<file path="src/rtl/parking_lot_ctrl_pkg.sv">
// Shared types and default sizing for the parking lot controller.
// Enum names are bare (IDLE/OPEN/HOLD); import only where the gate FSM is needed.
package lot_pkg;

  typedef enum logic [1:0] {IDLE, OPEN, HOLD} gate_state_t;

  localparam int DEF_CAPACITY     = 200;
  localparam int DEF_CNT_W        = 8;
  localparam int DEF_GATE_TIMEOUT = 1000;
  localparam int DEF_CLOSE_HOLD   = 4;

endpackage

</file>
<file path="src/rtl/parking_lot_ctrl_if.sv">
// Detector pulses, entry request and occupancy/gate status of the lot controller.
// master drives detectors and requests; slave is the controller.
interface parking_lot_ctrl_if #(parameter int CNT_W = 8);
  logic             inc_a, dec_a, inc_b, dec_b;
  logic             req_entry, err_clr;
  logic             gate_open;
  logic [CNT_W-1:0] count;
  logic             full, empty, err_ovf, err_udf;

  modport master (
    output inc_a, dec_a, inc_b, dec_b, req_entry, err_clr,
    input  gate_open, count, full, empty, err_ovf, err_udf
  );

  modport slave (
    input  inc_a, dec_a, inc_b, dec_b, req_entry, err_clr,
    output gate_open, count, full, empty, err_ovf, err_udf
  );
endinterface

</file>
<file path="src/rtl/parking_lot_ctrl_gate_fsm.sv">
// Entrance barrier FSM: IDLE -> OPEN on request with room, OPEN -> HOLD on entry
// or timeout, HOLD -> IDLE after CLOSE_HOLD cycles.
module lot_gate_fsm
  import lot_pkg::*;
#(
  parameter int GATE_TIMEOUT = DEF_GATE_TIMEOUT,
  parameter int CLOSE_HOLD   = DEF_CLOSE_HOLD
) (
  input  logic clk,
  input  logic rst,
  input  logic req_entry,
  input  logic inc_a,
  input  logic has_room,
  output logic gate_open
);
  localparam int TW = (GATE_TIMEOUT > 1) ? $clog2(GATE_TIMEOUT) : 1;
  localparam int HW = (CLOSE_HOLD > 1) ? $clog2(CLOSE_HOLD) : 1;

  gate_state_t   state;
  logic [TW-1:0] open_t;
  logic [HW-1:0] hold_t;

  always_ff @(posedge clk) begin
    if (rst) begin
      state     <= IDLE;
      open_t    <= '0;
      hold_t    <= '0;
      gate_open <= 1'b0;
    end else begin
      case (state)
        IDLE: if (req_entry && has_room) begin
          state     <= OPEN;
          open_t    <= '0;
          gate_open <= 1'b1;
        end
        // open_t counts completed open cycles; the last one closes the gate
        OPEN: if (inc_a || open_t == TW'(GATE_TIMEOUT - 1)) begin
          state     <= HOLD;
          hold_t    <= '0;
          gate_open <= 1'b0;
        end else begin
          open_t <= open_t + 1'b1;
        end
        HOLD: if (hold_t == HW'(CLOSE_HOLD - 1)) state <= IDLE;
              else                                 hold_t <= hold_t + 1'b1;
        default: begin
          state     <= IDLE;
          gate_open <= 1'b0;
        end
      endcase
    end
  end
endmodule

</file>
<file path="src/rtl/parking_lot_ctrl.sv">
// Parking lot occupancy counter with saturation and a gated-entrance FSM.
// Define LOT_CTRL_ERR_EN to enable sticky err_ovf/err_udf flags cleared by err_clr.
module parking_lot_ctrl
  import lot_pkg::*;
#(
  parameter int CAPACITY     = DEF_CAPACITY,
  parameter int CNT_W        = DEF_CNT_W,
  parameter int GATE_TIMEOUT = DEF_GATE_TIMEOUT,
  parameter int CLOSE_HOLD   = DEF_CLOSE_HOLD
) (
  input  logic               clk,
  input  logic               rst,
  parking_lot_ctrl_if.slave  bus
);
  localparam int SW = CNT_W + 2;

  logic [CNT_W-1:0]     cnt_q, cnt_d;
  logic signed [SW-1:0] nxt;
  logic                 ovf_evt, udf_evt;
  logic                 gate_q;

  // Two extra bits hold the -2..CAPACITY+2 range of count + delta
  always_comb begin
    nxt = signed'({2'b00, cnt_q})
        + signed'(SW'(bus.inc_a)) + signed'(SW'(bus.inc_b))
        - signed'(SW'(bus.dec_a)) - signed'(SW'(bus.dec_b));
    ovf_evt = nxt > signed'(SW'(CAPACITY));
    udf_evt = nxt[SW-1];
    cnt_d   = nxt[CNT_W-1:0];
    if (ovf_evt)      cnt_d = CNT_W'(CAPACITY);
    else if (udf_evt) cnt_d = '0;
  end

  always_ff @(posedge clk) begin
    if (rst) cnt_q <= '0;
    else     cnt_q <= cnt_d;
  end

  assign bus.count     = cnt_q;
  assign bus.full      = (cnt_q == CNT_W'(CAPACITY));
  assign bus.empty     = (cnt_q == '0);
  assign bus.gate_open = gate_q;

`ifdef LOT_CTRL_ERR_EN
  logic ovf_q, udf_q;

  // A new error in the same cycle as err_clr keeps the flag set
  always_ff @(posedge clk) begin
    if (rst) begin
      ovf_q <= 1'b0;
      udf_q <= 1'b0;
    end else begin
      if (ovf_evt)          ovf_q <= 1'b1;
      else if (bus.err_clr) ovf_q <= 1'b0;
      if (udf_evt)          udf_q <= 1'b1;
      else if (bus.err_clr) udf_q <= 1'b0;
    end
  end

  assign bus.err_ovf = ovf_q;
  assign bus.err_udf = udf_q;
`else
  logic unused_err_clr;
  assign unused_err_clr = bus.err_clr;
  assign bus.err_ovf    = 1'b0;
  assign bus.err_udf    = 1'b0;
`endif

  lot_gate_fsm #(
    .GATE_TIMEOUT (GATE_TIMEOUT),
    .CLOSE_HOLD   (CLOSE_HOLD)
  ) u_gate (
    .clk       (clk),
    .rst       (rst),
    .req_entry (bus.req_entry),
    .inc_a     (bus.inc_a),
    .has_room  (cnt_q < CNT_W'(CAPACITY)),
    .gate_open (gate_q)
  );
endmodule

</file>
<file path="src/flat_wrapper.sv">
// flat-port wrapper written by rule: the top's interface ports become plain ports
module parking_lot_ctrl_flat import lot_pkg::*;
#(
  parameter int CAPACITY     = DEF_CAPACITY,
  parameter int CNT_W        = DEF_CNT_W,
  parameter int GATE_TIMEOUT = DEF_GATE_TIMEOUT,
  parameter int CLOSE_HOLD   = DEF_CLOSE_HOLD
)
  (clk, rst, bus_inc_a, bus_dec_a, bus_inc_b, bus_dec_b, bus_req_entry, bus_err_clr, bus_gate_open, bus_count, bus_full, bus_empty, bus_err_ovf, bus_err_udf);
  parking_lot_ctrl_if #(.CNT_W(CNT_W)) bus_i ();
  input  logic clk;
  input  logic rst;
  input wire logic [$bits(bus_i.inc_a)-1:0] bus_inc_a;
  input wire logic [$bits(bus_i.dec_a)-1:0] bus_dec_a;
  input wire logic [$bits(bus_i.inc_b)-1:0] bus_inc_b;
  input wire logic [$bits(bus_i.dec_b)-1:0] bus_dec_b;
  input wire logic [$bits(bus_i.req_entry)-1:0] bus_req_entry;
  input wire logic [$bits(bus_i.err_clr)-1:0] bus_err_clr;
  output wire logic [$bits(bus_i.gate_open)-1:0] bus_gate_open;
  output wire logic [$bits(bus_i.count)-1:0] bus_count;
  output wire logic [$bits(bus_i.full)-1:0] bus_full;
  output wire logic [$bits(bus_i.empty)-1:0] bus_empty;
  output wire logic [$bits(bus_i.err_ovf)-1:0] bus_err_ovf;
  output wire logic [$bits(bus_i.err_udf)-1:0] bus_err_udf;
  assign bus_i.inc_a = bus_inc_a;
  assign bus_i.dec_a = bus_dec_a;
  assign bus_i.inc_b = bus_inc_b;
  assign bus_i.dec_b = bus_dec_b;
  assign bus_i.req_entry = bus_req_entry;
  assign bus_i.err_clr = bus_err_clr;
  assign bus_gate_open = bus_i.gate_open;
  assign bus_count = bus_i.count;
  assign bus_full = bus_i.full;
  assign bus_empty = bus_i.empty;
  assign bus_err_ovf = bus_i.err_ovf;
  assign bus_err_udf = bus_i.err_udf;
  parking_lot_ctrl #(.CAPACITY(CAPACITY), .CNT_W(CNT_W), .GATE_TIMEOUT(GATE_TIMEOUT), .CLOSE_HOLD(CLOSE_HOLD)) u_core (.clk(clk), .rst(rst), .bus(bus_i));
endmodule
</file>
<file path="config.mk">
export PLATFORM = sky130hd
export DESIGN_NAME = parking_lot_ctrl_flat
export DESIGN_NICKNAME = d
export VERILOG_FILES = /design/src/rtl/parking_lot_ctrl_pkg.sv /design/src/rtl/parking_lot_ctrl_if.sv /design/src/rtl/parking_lot_ctrl_gate_fsm.sv /design/src/rtl/parking_lot_ctrl.sv /design/src/flat_wrapper.sv
export SDC_FILE = /design/constraint.sdc
export NUM_CORES = 1
export LEC_CHECK = 0
export CAP_MARGIN = 20
export CORE_MARGIN = 5
export CORE_UTILIZATION = 40
export DETAILED_ROUTE_END_ITERATION = 8
export DONT_BUFFER_PORTS = 1
export RECOVER_POWER = 50
export SYNTH_ARGS = -nofsm -noshare
export SYNTH_HDL_FRONTEND = slang
export SYNTH_SLANG_ARGS = --single-unit
</file>
<file path="constraint.sdc">
create_clock -name clk -period 10.27 [get_ports clk]
set_input_delay 2.054 -clock clk [delete_from_list [all_inputs] [get_ports clk]]
set_output_delay 2.054 -clock clk [all_outputs]
set_load 0.01 [all_outputs]
</file>
==> results of run 1 <==
[worst max-delay path by stage]
stage | startpoint | to | slack (ns)
after floorplan | bus_inc_a | u_core.bus.count[4] | 5.11
after global placement | bus_inc_a | u_core.bus.count[0] | 4.90
after detailed placement | bus_inc_a | u_core.bus.count[0] | 4.82
after CTS | bus_inc_a | u_core.bus.count[0] | 5.11
after global routing | bus_inc_a | u_core.bus.count[0] | 4.89
final | bus_inc_a | u_core.bus.count[0] | 5.11
[flip-flops by register name (all words and copies together) (netlist names)]
name and cells:
u_core.bus.count 8, u_core.u_gate.gate_open 1, u_core.u_gate.hold_t 2, u_core.u_gate.open_t 10, u_core.u_gate.state 2
[Yosys cell counts, types with 2 or more instances]
cell and n:
sky130_fd_sc_hd__dfxtp_1 23, sky130_fd_sc_hd__nor2_1 20, sky130_fd_sc_hd__inv_1 19, sky130_fd_sc_hd__a21oi_1 15, sky130_fd_sc_hd__ha_1 13, sky130_fd_sc_hd__nand2_1 8
sky130_fd_sc_hd__nor3_1 8, sky130_fd_sc_hd__xor2_1 8, sky130_fd_sc_hd__nand3_1 7, sky130_fd_sc_hd__xnor2_1 7, sky130_fd_sc_hd__o21ai_0 6, sky130_fd_sc_hd__or3_1 5
sky130_fd_sc_hd__a31oi_1 4, sky130_fd_sc_hd__nand4_1 4, sky130_fd_sc_hd__a21o_1 3, sky130_fd_sc_hd__nor3b_1 3, sky130_fd_sc_hd__and3_1 2, sky130_fd_sc_hd__buf_4 2
sky130_fd_sc_hd__fa_1 2, sky130_fd_sc_hd__mux2i_1 2, sky130_fd_sc_hd__nor2b_1 2, sky130_fd_sc_hd__o211ai_1 2
[logic make-up after synthesis]
family                   Yosys count  share of synthesized area
multiplexers                       2                     0.0126
XOR/XNOR                          16                     0.0931
flip-flops                        23                      0.290
buffers and inverters             23                     0.0655
AND/OR/NAND/NOR                   73                      0.255
AO/OA/AOI/OAI                     37                      0.153
adder cells (fa/ha/maj)           15                      0.128
other                              1                    0.00237
[critical path, delay by kind of cell]
kind	cells	cell delay, ns
adders and majority gates	5	1.51
AOI/OAI and AO/OA	4	1.27
and+or+nand+nor	2	0.23
buffers and inverters	2	0.08
xor gates and xnor gates	1	0.15
[cell type report]
class,instances,area [µm²]
clock inverters,1,5.00
flip-flops and latches,23,460
well taps,48,60.1
inverters,19,71.3
fillers,401,2090
clock buffers,3,41.3
multi-input cells,145,1020
[per-layer routing]
| layer | up-vias | track usage |
|---|---|---|
| met5 | - | 0 |
| met4 | 0 | 0.0553 |
| met3 | 5 | 0.0124 |
| met2 | 12 | 0.237 |
| met1 | 616 | 0.165 |
| li1 | 663 | - |
[through the flow]
step | utilization | power [W] | hold slack (ns) | cell area [µm²] | instances
after floorplan | - | 0.000358 | 0.458 | 1590 | 191
after global placement | 0.432 | 0.000400 | 0.467 | 1620 | 235
after detailed placement | 0.432 | 0.000411 | 0.484 | 1620 | 235
after CTS | 0.444 | 0.000469 | 0.496 | 1660 | 239
after global routing | 0.443 | 0.000513 | 0.542 | 1660 | 239
final | 0.443 | 0.000464 | 0.497 | 1660 | 239
[power by group through the flow]
stage                     sequential [W]  clock (W)  combinational, W
after floorplan                 0.000120          0          0.000238
after global placement          0.000126          0          0.000274
after detailed placement        0.000127          0          0.000284
after CTS                       0.000125  0.0000590          0.000285
after global routing            0.000126  0.0000633          0.000324
final                           0.000124  0.0000566          0.000283
==> run summary, run 1 <==
The reported leakage power is 0.675 nW. The part of the power in the clock network is 0.122. The number of slew-limit violations in the final report is 0. The dominant cell type by count on the critical path is sky130_fd_sc_hd__ha_1. The final clock period utilization by the worst path came out at 0.503. The count of warnings emitted by yosys came out at 0. The number of cells produced by synthesis is 190. The placeable core region is 0.00374 mm². The first global-routing pass estimated 5690 µm of wire. Counting flops with a built-in enable in the synthesized netlist gives 0.

In the final routing, the length of wire on met1 measures 1460 µm. The maximum number of pins on one net before global-route repair came out at 14. In the global route stage, overall resource usage came out at 0.134. Leaving out fill and tap cells, the most frequent cells in the layout are sky130_fd_sc_hd__dfxtp_1 (23), sky130_fd_sc_hd__nor2_1 (20), sky130_fd_sc_hd__inv_1 (19).

The initial cell density of the core came out at 0.423. In the post-synthesis netlist, the biggest area contributors are sky130_fd_sc_hd__dfxtp_1 (29%), sky130_fd_sc_hd__ha_1 (10%), sky130_fd_sc_hd__a21oi_1 (4.7%). The worst register-to-register path ends at u_core.bus.count[0]. Headroom to the max-slew limit came out at 0.554. Derived from the worst setup path, the maximum achievable clock frequency is 194 MHz.

In the routed layout, each cell is associated on average with a via count of 5.42. The path with the worst hold slack has its endpoint at u_core.u_gate.open_t[9]. The count of TritonRoute iterations in the first routing pass came out at 4. After detailed routing, the total wire length is 3250 µm. TritonCTS built the clock tree.

The tightest min-delay check is of the flop to flop type. The average routed wire per standard cell came out at 13.6 µm. Walking the worst path, the cells encountered are ha_1 > inv_1 > fa_1 > inv_1 > ha_1 > ha_1 > fa_1 > a21o_1 > a21oi_1 > nand2_1 > a311oi_2 > xor2_1 > o32ai_2 > nor3_1.

The worst ir drop on vdd is 0.148 mV. Setup total negative slack on the finished layout was measured at 0 ns. The synthesized design spends more area on one cell type than any other, namely sky130_fd_sc_hd__dfxtp_1. The length in cells of the worst reg-to-reg path came out at 14.

The growth of design area from synthesis to finish is 4.50%. At the worst endpoint, the arrival time is 5.30 ns. The total DRC errors in the routed layout came out at 0. The number of max-cap violations came out at 0. The library cell used most frequently in the layout, excluding fill and tap cells, is sky130_fd_sc_hd__dfxtp_1.

Measured along the x axis, the die boundary spans 73.0 µm. The setup slack at placement came out at 4.82 ns. The number of hold buffers added after CTS was 0. In this run the remaining antenna-violating nets after routing total 0.

The endpoint required time on the critical path is 10.41 ns. The netlist uses 47 different library cells. For this run, the slowest stage of the critical path takes 0.47 ns. The highest metal layer carrying signal wires in the routed design is met4. The initial antenna violation count came out at 0. For flop-to-flop paths, the worst setup slack is 6.46 ns. The die height is 73.0 µm. In the synthesized netlist the dominant register cell turns out to be sky130_fd_sc_hd__dfxtp_1. The H-tree level count is 1. After the last flow step, the layout net total stands at 215.

The number of setup buffers added after CTS came out at 0. Buffers placed on the I/O ports in this run total 0. The async set or reset register ratio after synthesis is 0. By startpoint and endpoint, the worst setup path is classified as input port to flop. The sequential-to-total area share from yosys stat is 0.290. The detailed router's first-iteration violation count came out at 15.

The post-layout minimum cycle time came out at 5.16 ns. The number of stages on the worst hold path is 2. The launch instance of the worst min-delay path is u_core.u_gate.open_t[9]. For this design the total switching power over the nets is 0.000214 W. Global routing finished with a remaining overflow of 0. The die area came out at 0.00532 mm². The setup-violating endpoint count in the final report came out at 0.

The number of synthesized register bits came out at 23. The power density over the cells is 280 mW/mm². At the end of routability-driven placement, the weighted congestion stood at 0.842.

In this run the mean area of a mapped cell was 8.34 µm². The tree is rooted in a sky130_fd_sc_hd__clkbuf_8. The met3 wirelength from detailed routing is 29 µm. The I/O pin count came out at 21.

After legalization and detailed placement, the total HPWL measured 2650 µm. The clock passes through at most 2 buffers. The share of total power in sequential cells is 0.267. The number of buffers inserted during clock tree synthesis came out at 3. The later pin in the worst-skew pair is clocked with a latency of 0.27 ns. The total number of vias is 1,296. The share of layout cells above drive strength 1 came out at 0.0681. The number of sinks driven by the clock tree came out at 23.

The total inserted antenna cells is 0. STA classifies the critical path endpoint as a flop. The run finished with clean final reports. The post-cts resize count is 0. Of the total power, the share spent switching nets is 0.461. Setup repair after global routing left no endpoint under its margin. The share of synthesized area in the top cell type comes to 0.290.

The worst setup path is launched from an input port. The worst register-to-register path begins at u_core.bus.count[0]. The slowest cell on the critical path is sky130_fd_sc_hd__fa_1. The floorplan has 22 rows. The post-synth design cell area is 0.00159 mm². On the final layout, the worst clock skew is 0.00376 ns. The combinational power share came out at 0.611. The cell internal power dissipation came out at 0.000250 W. The worst path meets setup with 5.11 ns of slack. The number of global-route vias before repair is 1,263. For the pin with the worst max-slew slack, the measured transition is 0.670 ns.

In the detailed route, the total length drawn on met2 is 1700 µm. The worst-path maximum fanout is 5. The clock slew at the register clock pins of the worst setup and hold paths is 0.08 ns. The number of failing hold endpoints at the final stage is 0.
(Power assumes the default switching activity.)
==> inputs of run 2 (changes only) <==
- clock period: 10.27 -> 4.2 ns (I/O delays scaled with it)
==> run summary, run 2 (synthesized netlist as in run 1, its figures left out) <==
The flow ran to the end, and the final reports show no timing, DRC or antenna violations. The die height came out at 73.0 µm. The row count came out at 22.

The leading cell type in the layout, fill and taps excluded is sky130_fd_sc_hd__dfxtp_1. The initial utilization of the core area, before any placement, comes to 0.423. The setup check on the worst reg-to-reg path leaves a slack of 0.49 ns. In this run the worst hold path is classified as flop to flop. The total number of vias came out at 1,297.

The dominant cell type by count on the critical path is sky130_fd_sc_hd__ha_1. The worst-case setup margin in the final layout came out at 0.341 ns. The wire length of the first global-routing pass is 5640 µm. The power density over the cells is 693 mW/mm². The worst-path maximum fanout came out at 5. Walking the worst path, the cells encountered are ha_1 > inv_1 > fa_1 > ha_1 > inv_1 > ha_1 > fa_1 > a21o_1 > a21oi_1 > nand2_1 > a311oi_2 > xor2_1 > o32ai_2 > nor3_1. The overall die width came out at 73.0 µm. The detailed placement HPWL came out at 2630 µm.

The initial antenna violation count is 0. The post-route setup TNS came out at 0 ns. Setup repair after global routing left no endpoint under its margin. The total power of the final layout came out at 0.00115 W. The maximum clock path buffer count came out at 2.

The clock slew at the register clock pins of the worst setup and hold paths is 0.08 ns. The family with the most delay on the worst path is adder cells. In the global route stage, overall resource usage came out at 0.133. The setup-violating endpoint count in the final report is 0. Together, buffers and inverters on the worst path number 2. The reported leakage power came out at 0.674 nW.

The count of fill cells added during filler insertion is 386. The post-cts resize count is 0. The area of combinational cells with multiple inputs came out at 0.00102 mm². The maximum number of pins on one net before global-route repair is 13. The relative max-transition margin came out at 0.519. The total wire length after detailed routing is 3240 µm.

The number of global-route vias before repair came out at 1,279. The count of hold buffers inserted by post-cts repair is 0. The average routed wire per standard cell is 13.5 µm. The library cells used most frequently in the layout, excluding fill and tap cells, are sky130_fd_sc_hd__dfxtp_1 (23), sky130_fd_sc_hd__nor2_1 (20), sky130_fd_sc_hd__inv_1 (19). The share of total power in sequential cells is 0.263.

For this block, the initial DRC count from the detailed router was 46. Static timing analysis puts the maximum clock frequency at 259 MHz. The H-tree level count is 1. After global routing the overflow that remains totals 0.

The switching share of power came out at 0.455. The clock insertion delay at the later pin of the skew report is 0.26 ns. 0 antenna diodes ended up in the layout.

The endpoint required time on the critical path came out at 4.34 ns. The number of slew-limit violations in the final report is 0. In the routed layout, each cell is associated on average with a via count of 5.40.

The register with the most flip-flops in the layout has 10 of them. For this run, design rule violations remaining after detail routing come to 0. The fraction of met1 tracks used by global routing came out at 0.159. The cell at the root of the clock tree is sky130_fd_sc_hd__clkbuf_8. In the final design database the tool counted 216 nets. The switching power is 0.000525 W. STA classifies the critical path startpoint as an input port. The delay of the slowest cell on the worst path came out at 0.48 ns. The I/O pin count is 21. Prior to clock tree synthesis, the placed netlist has a worst setup slack of 0.0728 ns. The setup path with the least slack is of type input port to flop.

The placeable core region is 0.00374 mm². The final clock period utilization by the worst path came out at 0.919. The met2 usage in global routing came out at 0.243. The share of total power dissipated in the clock network is 0.116. The count of input and output buffers is 0. The number of buffers inserted during clock tree synthesis came out at 3. The number of max-cap violations came out at 0. The worst ir drop on vdd came out at 0.410 mV.

The met3 layer usage reported by global route came out at 0.0124. The routability-driven placement congestion ratio is 0.861. The layer carrying the most global-route usage is met2. The share of layout cells above drive strength 1 is 0.0677. Data on the critical path arrives at its endpoint at 4.00 ns.

The growth of design area from synthesis to finish is 4.89%. The area of all sequential standard cells is 460 µm². The die area came out at 0.00532 mm². On the critical path, the stage with the largest delay is an instance of sky130_fd_sc_hd__o32ai_2.

The internal power of the cells totals 0.000628 W. The number of setup buffers added after CTS came out at 0. The worst setup path is captured at a flop. The post-layout minimum cycle time came out at 3.86 ns.

The number of failing hold endpoints at the final stage came out at 0. The worst hold slack is 0.494 ns. The combinational power share came out at 0.622. The number of sinks driven by the clock tree came out at 23.

TritonCTS built the clock tree. On the final layout, the worst clock skew is 0.00365 ns. The slew at the pin closest to its max-slew limit came out at 0.722 ns. The antenna violation net count after detailed routing came out at 0. The count of TritonRoute iterations in the first routing pass came out at 4.

The top register by number of flip-flops is u_core.u_gate.open_t.
## run 2: cell count changes in the layout (fill, tap and decap cells not counted)
cell,before,now
sky130_fd_sc_hd__buf_4,0,1
sky130_fd_sc_hd__clkbuf_1,0,1
sky130_fd_sc_hd__clkinv_2,1,0
sky130_fd_sc_hd__or2_0,0,1
sky130_fd_sc_hd__or2_1,1,0
## run 2: power by group through the flow
| stage | Clock [W] | Combinational (W) | Sequential (W) |
|---|---|---|---|
| final | 0.000133 | 0.000717 | 0.000303 |
| after global routing | 0.000146 | 0.000811 | 0.000310 |
| after CTS | 0.000140 | 0.000721 | 0.000305 |
| after detailed placement | 0 | 0.000717 | 0.000310 |
| after global placement | 0 | 0.000686 | 0.000309 |
| after floorplan | 0 | 0.000582 | 0.000294 |
## run 2: worst min-delay path, stage by stage (launching register included)
cell	delay, ns
sky130_fd_sc_hd__dfxtp_1	0.32
sky130_fd_sc_hd__o21ai_0	0.07
sky130_fd_sc_hd__a21oi_1	0.06
## run 2: metrics by stage
step / cell area (µm²) / utilization / std cells
detailed placement: 1620 / 0.434 / 236
CTS: 1670 / 0.446 / 240
global route: 1660 / 0.444 / 240
global placement: 1620 / 0.434 / 236
floorplan: 1590 / - / 191
finish: 1660 / 0.444 / 240
## run 2: cell type report
cell class,count,share of cell area
Clock buffer,4,0.0271
Inverter,19,0.0429
Tap cell,48,0.0361
Multi-Input combinational cell,145,0.612
Timing Repair Buffer,1,0.00451
Sequential cell,23,0.277
## run 2: per-layer routing
metal | vias to the layer above | wire (µm) | part of all wire
li1 | 664 | - | -
met1 | 607 | 1440 | 0.44
met2 | 21 | 1690 | 0.52
met3 | 5 | 62 | 0.019
met4 | 0 | 55 | 0.017
met5 | - | 0 | 0
## run 2: path summary, 6_finish.rpt
| path | startpoint | endpoint | cells after the start |
|---|---|---|---|
| max | bus_inc_a | u_core.bus.count[1] | 14 |
| min | u_core.u_gate.open_t[9] | u_core.u_gate.open_t[9] | 2 |
| max reg2reg | u_core.bus.count[0] | u_core.bus.count[1] | 14 |
| min reg2reg | u_core.u_gate.open_t[9] | u_core.u_gate.open_t[9] | 2 |
==> variant 1, RTL diff (settings of run 2) <==
Add a define of `LOT_CTRL_ERR_EN`.
--- a/src/rtl/parking_lot_ctrl.sv
+++ b/src/rtl/parking_lot_ctrl.sv
@@ -1,4 +1,6 @@
 // Parking lot occupancy counter with saturation and a gated-entrance FSM.
 // Define LOT_CTRL_ERR_EN to enable sticky err_ovf/err_udf flags cleared by err_clr.
+`define LOT_CTRL_ERR_EN
+
 module parking_lot_ctrl
   import lot_pkg::*;
Function: changed (a bounded check fails within 4 cycles, from zero or initial values and one cycle with rst high).
==> variant 1 against run 2 <==
Routed wire length up 24%. Critical path type unchanged. Worst hold slack better by 4.4 ps. Synthesized area up 18%. Critical endpoint is now u_core.bus.count[3]$_SDFF_PP0_. Worst setup slack better by 58 ps. Final cell count up 19%. Cell area up 21%. First-iteration DRC count up 150%. Total power up 17%. Register-to-register slack better by 20 ps. Die area up 16%. Critical path depth unchanged. Sequential cell count up 2. Fmax up 1.5%.
==> variant 1: results (changes against run 2) <==
Run status - completed (unchanged)
Ranking of synthesized cells by area - dfxtp_1, ha_1, xor2_1, a21oi_1, nor2_1 (was dfxtp_1, ha_1, a21oi_1, nor2_1, inv_1)
Worst Hold Path EP - u_core.u_gate.hold_t[1]$_SDFFE_PP0P_ (was u_core.u_gate.open_t[9]$_SDFFE_PP0P_)
Slew HR - 0.3231 (was 0.5186)
GRT Total Usage - 0.1435 (was 0.1328)
Final worst hold slack - 498.8 ps (was 494.3 ps)
Vias in the first global route - 1560 (was 1279)
Mux cell area share after synthesis - 0.01068 (was 0.01263)
Largest net degree at the start of global routing - 21 (was 13)
CP Max Fanout - 3 (was 5)
Fin nets - 256 (was 216)
Worst hold start - u_core.u_gate.hold_t[1]$_SDFFE_PP0P_ (was u_core.u_gate.open_t[9]$_SDFFE_PP0P_)
Complex-gate fraction of the synthesized area - 0.1796 (was 0.1531)
Async S/R FF share, synth - 0 (unchanged)
Worst Skew - 5.016 ps (was 3.651 ps)
Crit-path slowest cell - fa_1 (was o32ai_2)
Share of cells above drive strength 1 - 0.07759 (was 0.06771)
Count of unique library cells instantiated by Yosys - 50 (was 47)
Post-synthesis adder-cell area fraction - 0.1081 (was 0.1279)
Seq/Total Area, Yosys - 0.2670 (was 0.2904)
Fillers - 489 (was 386)
Synth Area in XOR/XNOR - 0.09346 (was 0.09313)
Leakage - 0.8053 nW (was 0.6745 nW)
WL final - 4029 um (was 3244 um)
CP max stage delay - 410 ps (was 480 ps)
Largest Register - u_core.u_gate.open_t (unchanged)
DR WL met2 - 1834 um (was 1689 um)
Reg clk slew, reported paths - 90 ps
Reg-to-reg startpoint - u_core.bus.count[0]$_SDFF_PP0_ (unchanged)
Arrival @ worst endpoint - 3980 ps (was 4000 ps)
R2R Path End - u_core.bus.count[3]$_SDFF_PP0_ (was u_core.bus.count[1]$_SDFF_PP0_)
Met3 routed WL - 158 um (was 62 um)
First-pass GRT wire length - 7238 um (was 5644 um)
Final GP Congestion - 0.7939 (was 0.8609)
Number of buffers added on ports - 0 (unchanged)
Initial antenna violation count - 0 (unchanged)
H-Tree Depth - 1 (unchanged)
Routed metal-1 wirelength - 2017 um (was 1437 um)
Total number of vias - 1589 (was 1297)
Most frequent cells after synthesis - dfxtp_1, nor2_1, inv_1 (unchanged)
-- variant 1: cell count changes in the layout (fill, tap and decap cells not counted), moves of 4 or more --
cell	delta
buf_4	+7
nand2_1	+4
nand3_1	-4
nor3b_1	+5
xor2_1	+4
-- variant 1: critical path, delay by kind of cell --
kind                     cells  cell delay [ps]
AO/OA/AOI/OAI                3              690
XOR/XNOR                     1              180
adder cells (fa/ha/maj)      5             1510
buffers and inverters        2               90
AND/OR/NAND/NOR              3              660
-- variant 1: per-stage QoR --
stage | total power, W | util | cells | instance area [um^2] | worst slack [ps]
CTS | 0.001370 | 0.4341 | 286 | 2009 | 400.5
global placement | 0.001215 | 0.4243 | 282 | 1964 | 268.2
global route | 0.001494 | 0.4332 | 286 | 2006 | 164.4
finish | 0.001348 | 0.4332 | 286 | 2006 | 399.0
detailed placement | 0.001221 | 0.4243 | 282 | 1964 | 159.0
floorplan | 0.001010 | - | 228 | 1874 | 429.0
-- variant 1: layer usage --
metal,vias to the layer above,track usage
li1,829,-
met1,741,0.1948
met2,17,0.2337
met3,2,0.03670
met4,0,0.02098
met5,-,0
-- variant 1: how the worst max path moves through the flow --
stage / from / to / slack (ps) / cells past startpoint
finish: bus_inc_a / u_core.bus.count[3]$_SDFF_PP0_ / 400 / 14
global route: bus_inc_a / u_core.bus.count[2]$_SDFF_PP0_ / 160 / 14
CTS: bus_inc_a / u_core.bus.count[3]$_SDFF_PP0_ / 400 / 14
detailed placement: bus_inc_a / u_core.bus.count[3]$_SDFF_PP0_ / 160 / 14
global placement: bus_inc_a / u_core.bus.count[0]$_SDFF_PP0_ / 270 / 14
floorplan: bus_inc_a / u_core.bus.count[3]$_SDFF_PP0_ / 430 / 14
-- variant 1: area by class of cell --
cell class,instances,area share
timing repair buffer,9,0.03182
sequential,25,0.2495
inverter,17,0.03182
clock buffer,4,0.02246
tap,54,0.03369
multi-input combinational,177,0.6307
-- variant 1: cell families after synthesis --
family,Yosys count
AO/OA/AOI/OAI,49
XOR/XNOR,20
flip-flops,25
buffers and inverters,26
adder cells (fa/ha/maj),15
AND/OR/NAND/NOR,91
multiplexers,2
-- variant 1: report_power, final --
group	switching [W]	total [W]	internal [W]
Sequential	0.0000807	0.000357	0.000276
Clock	0.0000724	0.000140	0.0000677
Combinational	0.000466	0.000851	0.000385
==> variant 2, RTL diff (config.mk and constraints of run 2) <==
Made on the original files. Encoding of `gate_state_t`: now one-hot (3 bits for 3 states).
--- a/src/rtl/parking_lot_ctrl_pkg.sv
+++ b/src/rtl/parking_lot_ctrl_pkg.sv
@@ -3,5 +3,5 @@
 package lot_pkg;
 
-  typedef enum logic [1:0] {IDLE, OPEN, HOLD} gate_state_t;
+  typedef enum logic [2:0] {IDLE = 3'b001, OPEN = 3'b010, HOLD = 3'b100} gate_state_t;
 
   localparam int DEF_CAPACITY     = 200;
Check against the original RTL: no difference found for any inputs over 10 cycles, from zero or initial values and one cycle with rst high; not proved beyond that.
==> variant 2 against run 2 <==
Die area up 17%. Count of clock-buffer cells in the layout down 1. Cell area up 20%. Worst setup slack better by 190 ps. Sequential cell count up 1. Total power up 19%. Final cell count up 16%. Combinational power up 20%. Synthesized area up 20%. Global-route usage up 0.70 points. Routed wire length up 24%. Via count up 21%. Critical endpoint is now u_core.bus.count[4]$_SDFF_PP0_.
==> variant 2: results (changes against run 2) <==
Ranking of synthesized cells by area - dfxtp_1, ha_1, nor2_1, xor2_1, nand2_1 (was dfxtp_1, ha_1, a21oi_1, nor2_1, inv_1)
Synth Area in XOR/XNOR - 0.09025 (was 0.09313)
Num sequential - 24 (was 23)
Drt wl/cell - 14.50 um (was 13.52 um)
Leakage - 0.7809 nW (was 0.6745 nW)
Fillers - 474 (was 386)
Worst Reg-to-Reg Cells - 15 (was 14)
Fin nets - 247 (was 216)
Run status - completed (unchanged)
Post-CTS sizing - 0 (unchanged)
Sequential share of cell area - 0.2406 (was 0.2769)
WL final - 4031 um (was 3244 um)
Clk_buf instances - 3 (was 4)
Share of cells above drive strength 1 - 0.1027 (was 0.06771)
Complex-gate fraction of the synthesized area - 0.1798 (was 0.1531)
Buffering overhead - 0.003759 (was 0.004515)
Slew HR - 0.4798 (was 0.5186)
Area of the multi-input gates - 1329 um^2 (was 1018 um^2)
DR WL met2 - 1751 um (was 1689 um)
Global-route track usage on met3 - 0.02494 (was 0.01240)
Count of unique library cells instantiated by Yosys - 61 (was 47)
Int Pwr - 0.0007608 W (was 0.0006279 W)
GRT Total Usage - 0.1398 (was 0.1328)
Global-route met1 utilization - 0.1884 (was 0.1586)
Max FFs per register - 10 (unchanged)
Most frequent cells after synthesis - nor2_1, dfxtp_1, nand2_1 (was dfxtp_1, nor2_1, inv_1)
Vias in the first global route - 1483 (was 1279)
Initial drt markers - 99 (was 46)
Crit path from - bus_inc_a (unchanged)
Highest metal used - met4 (unchanged)
Post-synthesis adder-cell area fraction - 0.1001 (was 0.1279)
Final GP Congestion - 0.8094 (was 0.8609)
Via-to-Cell Ratio - 5.665 (was 5.404)
Placed cells - 274 (was 236)
First-pass GRT wire length - 7120 um (was 5644 um)
Number of non-clock inverters - 11 (was 19)
Min setup slack post-route - 532.0 ps (was 341.1 ps)
Largest net degree at the start of global routing - 15 (was 13)
VDD IR max - 331.5 uV (was 410.0 uV)
Met3 routed WL - 213 um (was 62 um)
Met2 Track Usage GR - 0.2309 (was 0.2435)
Worst Skew - 2.570 ps (was 3.651 ps)
ClkCell Share - 0.03571 (was 0.02709)
CP top delay family - adder cells (unchanged)
Arrival @ worst endpoint - 3850 ps (was 4000 ps)
Mux cell area share after synthesis - 0.02767 (was 0.01263)
#MultiIn Comb - 184 (was 145)
CP Max Fanout - 6 (was 5)
Combinational cell power - 0.000860 W (was 0.000717 W)
Setup WS pre-CTS - 259.2 ps (was 72.78 ps)
DP HPWL - 3178 um (was 2631 um)
Reg2reg setup slack - 670 ps (was 490 ps)
Synth Area per Inst - 8.367 um^2 (was 8.344 um^2)
End of the critical path - u_core.bus.count[4]$_SDFF_PP0_ (was u_core.bus.count[1]$_SDFF_PP0_)
Crit-path slowest cell - fa_1 (was o32ai_2)
Seq/Total Area, Yosys - 0.2530 (was 0.2904)
Reg clk slew, reported paths - 90 ps
[variant 2: changes by cell type after synthesis, sizes merged, moves of 3 or more]
cell    delta
or3        -4
nand2     +10
nor3       +4
a21oi      -3
o21ai      -3
xor2       +3
inv        -8
nand3      +3
clkbuf     +3
nor2       +6
and3       +4
[variant 2: how the worst min path moves through the flow]
stage | to | cells after the start | slack (ps) | startpoint
finish | u_core.u_gate.open_t[8]$_SDFFE_PP0P_ | 2 | 490 | u_core.u_gate.open_t[8]$_SDFFE_PP0P_
global route | u_core.u_gate.open_t[8]$_SDFFE_PP0P_ | 2 | 510 | u_core.u_gate.open_t[8]$_SDFFE_PP0P_
CTS | u_core.u_gate.open_t[8]$_SDFFE_PP0P_ | 2 | 490 | u_core.u_gate.open_t[8]$_SDFFE_PP0P_
detailed placement | u_core.u_gate.open_t[8]$_SDFFE_PP0P_ | 2 | 480 | u_core.u_gate.open_t[8]$_SDFFE_PP0P_
global placement | u_core.u_gate.open_t[8]$_SDFFE_PP0P_ | 2 | 460 | u_core.u_gate.open_t[8]$_SDFFE_PP0P_
floorplan | u_core.u_gate.open_t[8]$_SDFFE_PP0P_ | 2 | 450 | u_core.u_gate.open_t[8]$_SDFFE_PP0P_
[variant 2: through the flow]
step	instance area, um^2	power (W)	hold WS [ps]	utilization
2_1_floorplan	1903	0.001030	447.7	-
3_3_place_gp	1926	0.001178	462.5	0.4132
3_5_place_dp	1926	0.001181	476.5	0.4132
4_1_cts	1997	0.001388	488.6	0.4285
5_1_grt	1997	0.001512	508.0	0.4285
6_report	1997	0.001376	485.3	0.4285
[variant 2: tightest hold or removal path, cell delays in order (launching register included)]
cell	delay [ps]
dfxtp_1	330
o31ai_1	60
a21oi_1	50
